File: src/rtl/dispatch_queue.sv
`default_nettype none
// dispatch_queue: in-order buffer of renamed micro-ops that snoops the CDB for
// missing operands and dispatches its head to one of CH back-pressured channels.
module dispatch_queue #(
  parameter int DEPTH  = 4,
  parameter int CH     = 2,
  parameter int TYPE_W = 5,
  parameter int ROB_W  = 5
) (
  input  logic                    clk_in,
  input  logic                    rst_in,
  input  logic                    rdy_in,
  input  logic                    _clear,
  input  logic                    _enq_valid,
  output logic                    _enq_ready,
  input  logic [$clog2(CH)-1:0]   _enq_chan,
  input  logic [TYPE_W-1:0]       _enq_type,
  input  logic [ROB_W-1:0]        _enq_rob_id,
  input  logic [31:0]             _enq_r1,
  input  logic [31:0]             _enq_r2,
  input  logic                    _enq_has_dep1,
  input  logic                    _enq_has_dep2,
  input  logic [ROB_W-1:0]        _enq_dep1,
  input  logic [ROB_W-1:0]        _enq_dep2,
  input  logic [31:0]             _enq_imm,
  input  logic                    _cdb_valid,
  input  logic [ROB_W-1:0]        _cdb_rob_id,
  input  logic [31:0]             _cdb_value,
  input  logic [CH-1:0]           _chan_full,
  output logic                    _out_valid,
  output logic [$clog2(CH)-1:0]   _out_chan,
  output logic [TYPE_W-1:0]       _out_type,
  output logic [ROB_W-1:0]        _out_rob_id,
  output logic [31:0]             _out_r1,
  output logic [31:0]             _out_r2,
  output logic [31:0]             _out_imm,
  output logic                    _out_has_dep1,
  output logic                    _out_has_dep2,
  output logic [ROB_W-1:0]        _out_dep1,
  output logic [ROB_W-1:0]        _out_dep2,
  output logic                    _out_fire,
  output logic [$clog2(DEPTH):0]  _count
);

  localparam int CHW = $clog2(CH);
  localparam int PW  = $clog2(DEPTH);
  localparam int CW  = PW + 1;

  typedef struct packed {
    logic [CHW-1:0]    chan;
    logic [TYPE_W-1:0] utype;
    logic [ROB_W-1:0]  rob_id;
    logic [31:0]       r1;
    logic [31:0]       r2;
    logic [31:0]       imm;
    logic              hd1;
    logic              hd2;
    logic [ROB_W-1:0]  dep1;
    logic [ROB_W-1:0]  dep2;
  } entry_t;

  entry_t          mem_q [DEPTH];
  entry_t          mem_d [DEPTH];
  logic [PW-1:0]   head_q, head_d;
  logic [PW-1:0]   tail_q, tail_d;
  logic [CW-1:0]   count_q, count_d;

  entry_t          enq_ent;
  entry_t          head_ent;
  logic            enq_do;

  // Resolve any operand still waiting on the ROB id being broadcast this cycle.
  function automatic entry_t snoop(input entry_t e, input logic v,
                                   input logic [ROB_W-1:0] id, input logic [31:0] val);
    entry_t r;
    r = e;
    if (v && e.hd1 && (e.dep1 == id)) begin
      r.r1  = val;
      r.hd1 = 1'b0;
    end
    if (v && e.hd2 && (e.dep2 == id)) begin
      r.r2  = val;
      r.hd2 = 1'b0;
    end
    return r;
  endfunction

  always_comb begin
    enq_ent.chan   = _enq_chan;
    enq_ent.utype  = _enq_type;
    enq_ent.rob_id = _enq_rob_id;
    enq_ent.r1     = _enq_r1;
    enq_ent.r2     = _enq_r2;
    enq_ent.imm    = _enq_imm;
    enq_ent.hd1    = _enq_has_dep1;
    enq_ent.hd2    = _enq_has_dep2;
    enq_ent.dep1   = _enq_dep1;
    enq_ent.dep2   = _enq_dep2;
  end

  assign head_ent   = snoop(mem_q[head_q], _cdb_valid, _cdb_rob_id, _cdb_value);

  assign _enq_ready = !rst_in && rdy_in && !_clear && (count_q < CW'(DEPTH));
  assign enq_do     = _enq_valid && _enq_ready;
  assign _out_valid = rdy_in && !_clear && (count_q != '0);
  assign _out_fire  = _out_valid && !_chan_full[head_ent.chan];
  assign _count     = count_q;

  assign _out_chan     = head_ent.chan;
  assign _out_type     = head_ent.utype;
  assign _out_rob_id   = head_ent.rob_id;
  assign _out_r1       = head_ent.r1;
  assign _out_r2       = head_ent.r2;
  assign _out_imm      = head_ent.imm;
  assign _out_has_dep1 = head_ent.hd1;
  assign _out_has_dep2 = head_ent.hd2;
  assign _out_dep1     = head_ent.dep1;
  assign _out_dep2     = head_ent.dep2;

  always_comb begin
    mem_d   = mem_q;
    head_d  = head_q;
    tail_d  = tail_q;
    count_d = count_q;
    if (rdy_in) begin
      if (_clear) begin
        head_d  = '0;
        tail_d  = '0;
        count_d = '0;
        for (int i = 0; i < DEPTH; i++) begin
          mem_d[i].hd1 = 1'b0;
          mem_d[i].hd2 = 1'b0;
        end
      end else begin
        for (int i = 0; i < DEPTH; i++) begin
          mem_d[i] = snoop(mem_q[i], _cdb_valid, _cdb_rob_id, _cdb_value);
        end
        // The tail slot is free whenever enqueue is allowed, so the write wins.
        if (enq_do) begin
          mem_d[tail_q] = snoop(enq_ent, _cdb_valid, _cdb_rob_id, _cdb_value);
          tail_d        = tail_q + 1'b1;
        end
        if (_out_fire) begin
          head_d = head_q + 1'b1;
        end
        count_d = count_q + CW'(enq_do) - CW'(_out_fire);
      end
    end
  end

  always_ff @(posedge clk_in or posedge rst_in) begin
    if (rst_in) begin
      mem_q   <= '{default: '0};
      head_q  <= '0;
      tail_q  <= '0;
      count_q <= '0;
    end else begin
      mem_q   <= mem_d;
      head_q  <= head_d;
      tail_q  <= tail_d;
      count_q <= count_d;
    end
  end

endmodule
`default_nettype wire

File: config.mk
export PLATFORM = sky130hd
export DESIGN_NAME = dispatch_queue
export DESIGN_NICKNAME = d
export VERILOG_FILES = /design/src/rtl/dispatch_queue.sv
export SDC_FILE = /design/constraint.sdc
export NUM_CORES = 1
export LEC_CHECK = 0
export BUFFER_PORTS_ARGS = -buffer_cell sky130_fd_sc_hd__buf_2
export CAP_MARGIN = 25
export CORE_ASPECT_RATIO = 1.75
export CORE_MARGIN = 2
export CORE_UTILIZATION = 50
export DETAILED_ROUTE_END_ITERATION = 6
export PLACE_DENSITY = 0.82
export SLEW_MARGIN = 40
export SYNTH_ARGS = -nofsm -noshare
export SYNTH_HDL_FRONTEND = slang
export SYNTH_SLANG_ARGS = --single-unit
File: constraint.sdc
create_clock -name clk_in -period 17.65 [get_ports clk_in]
set_clock_uncertainty 0.15 [all_clocks]
set_input_delay 3.53 -clock clk_in [delete_from_list [all_inputs] [get_ports clk_in]]
set_output_delay 3.53 -clock clk_in [all_outputs]
set_load 0.005 [all_outputs]
==> metrics.md <==
| Metric | Value |
|---|---|
| Relative slew slack | 40.5% |
| CP Max Fanout | 32 |
| Final nets | 2754 |
| Cell variety after synth | 47 |
| Leak | 13.5 nW |
| PnR worst setup slack | 8460 ps |
| Worst slew pin tran | 892 ps |
| WP data required | 13970 ps |
| Postcts setup bufs | 0 |
| First-pass GRT wire length | 131 mm |
| EDFF count, synth | 0 |
| Share of cells above drive strength 1 | 24.3% |
| Clock period minus worst slack | 9190 ps |
| Die Area | 0.0519 mm² |
| Top FF cell, synth | dfrtp_1 |
| DIE HEIGHT | 300 µm |
| CTS Buffer Depth | 3 |
| Antenna violations before repair | 10 |
| CTS root buf | clkbuf_16 |
| Final Hold Viols | 0 |
| Final HPWL from detailed placement | 53.2 mm |
| RSZ-0062 raised after global routing | no |
| CTS tree | built |
| Crit path capture type | output pin |
| Largest net degree at the start of global routing | 136 |
| Row cnt | 108 |
| CP arrival | 5510 ps |
| Hold buffers post-CTS | 0 |
| Final WL | 85.7 mm |
| Total of max-cap violations | 0 |
| Type of origin of the critical path | primary input |
| Max-slew violation count | 0 |
| Multi-input gate area | 0.0122 mm² |
| Yosys top cell area share | 48.3% |
| Initial Util | 50.5% |
| Syn Inst Count | 2425 |
| Critical path's slowest cell | buf_4 |
| Finished Layout Cells | 3282 |
| Maximum VDD drop | 0.0934 mV |
| Cell total after placement | 3196 |
| Layout Utilization | 58.1% |
| Worst path max stage delay | 470 ps |
| Mean number of vias per cell | 6.59 |
| Async set-reset flop share out of synthesis | 100% |
| Power Total | 3.89 mW |
| Setup TNS | 0 ps |
| Die W | 173 µm |
| IO Pins | 289 |
| Via count | 21600 |
| Worst hold path class | reg2reg |
| Num CTS Buffers | 45 |
| Register area | 0.0121 mm² |
| Synthesized area | 0.0250 mm² |
| Period utilization | 52.1% |
| Top cells by area, synth | dfrtp_1, mux4_2, nand2_1 |
| H-tree levels | 2 |
| CP Cell Sequence | buf_2 -> xnor2_1 -> nand3_1 -> nor4_4 -> buf_4 -> mux2_2 -> buf_2 |
| Worst skew pair latency | 560 ps |
| Post-Place Setup Slack | 8450 ps |
| Crit path top cell by count | buf_2 |
| Routed len/inst | 26.1 µm |
| Top-count cell post-synth | nand2_1 |
| Setup CP Type | in2out |
| Placer's final routability congestion estimate | 0.900 |
| Register area share after synthesis | 48.3% |
| Reg clk slew, reported paths | 60 ps |
| Vias in the first global route | 23000 |
| Status | complete, but fails checks |
| Post-route ant nets | 0 |
| Syn nets | 2596 |
| Remaining global-route overflow | 0 |
| Iteration-0 DRC Markers | 2671 |
| Violated checks | DRC |
| Total global-route track usage | 32.7% |
| Filler instances | 4083 |
| PortBufs | 288 |
| Core area | 0.0495 mm² |
| YS warnings | 0 |
| Clock sink count | 483 |
| Largest area contributor in the netlist | dfrtp_1 |
| Number of gates resized after CTS | 0 |
| Fmax | 109 MHz |
| Final setup viols | 0 |
| 1st-pass router iterations | 7 |
| #FFs+latches synth | 483 |
| DRC viols | 5 |
| Syn avg cell area | 10.3 µm² |
| Top cells by count, synth | nand2_1, dfrtp_1, clkbuf_1 |
| Layout area overhead | 15.0% |
| PD cells | 135 mW/mm² |
[area by class of cell]
| type | instances | area share (%) |
|---|---|---|
| Inverter | 11 | 0.187 |
| Antenna cell | 4 | 0.0348 |
| Tap cell | 660 | 2.87 |
| Multi-Input combinational cell | 1713 | 42.4 |
| Sequential cell | 483 | 42.1 |
| Clock inverter | 21 | 1.04 |
| Timing Repair Buffer | 329 | 6.74 |
| Clock buffer | 61 | 4.66 |
[worst paths after layout]
check	from	to	slack, ps	cells after the start
worst max register to register	head_q[0]	_count[2]	13230	12
worst min register to register	mem_q[148]	mem_q[148]	320	2
worst max-delay path	_cdb_rob_id[1]	_out_r2[11]	8460	7
worst min-delay path	mem_q[148]	mem_q[148]	320	2
min in group asynchronous	rst_in	mem_q[390]	2990	2
max in group asynchronous	rst_in	mem_q[176]	12550	4
[sequential cells by signal, indices dropped and copies added (netlist names)]
| name | cells |
|---|---|
| _count | 3 |
| head_q | 2 |
| mem_q | 476 |
| tail_q | 2 |
[cells in the final DEF, fill, tap and decap left out, types with 65 or more instances in the layout]
master	instances
o21ai_0	131
o221ai_1	125
nor3_1	65
mux4_2	119
nand2_1	657
dfrtp_1	481
buf_2	288
a21oi_1	129
a211oi_1	96
[logic make-up after synthesis]
kind of cell	after synthesis	share of synthesized area, %
adders and majority gates	7	0.380
buffers and inverters	229	3.86
and+or+nand+nor	840	13.8
xor gates and xnor gates	62	2.17
AOI/OAI and AO/OA	547	14.6
muxes	257	16.8
DFF	483	48.3
[power breakdown]
part	internal (mW)	switching, mW
Sequential	1.34	0.168
Combinational	0.658	0.640
Clock	0.636	0.444
Total	2.64	1.25
[worst max-delay path, delay by kind of cell]
kind | cells | cell delay [ps]
multiplexers | 1 | 410
AND/OR/NAND/NOR | 2 | 450
buffers and inverters | 3 | 900
XOR/XNOR | 1 | 160
[per-layer routing]
layer	global-route usage, %	part of all wire (%)
met5	0	0.040
met1	37.1	34
met2	55.7	49
met3	5.89	8.9
met4	23.5	7.9
[metrics by stage]
stage / cell area [µm²] / hold WS (ps)
5_1_grt: 28700 / 349
6_report: 28800 / 324
3_3_place_gp: 26800 / 302
4_1_cts: 28700 / 324
3_5_place_dp: 27100 / 308
2_1_floorplan: 25000 / 290
No activity file was read; power rests on OpenSTA's default activity.
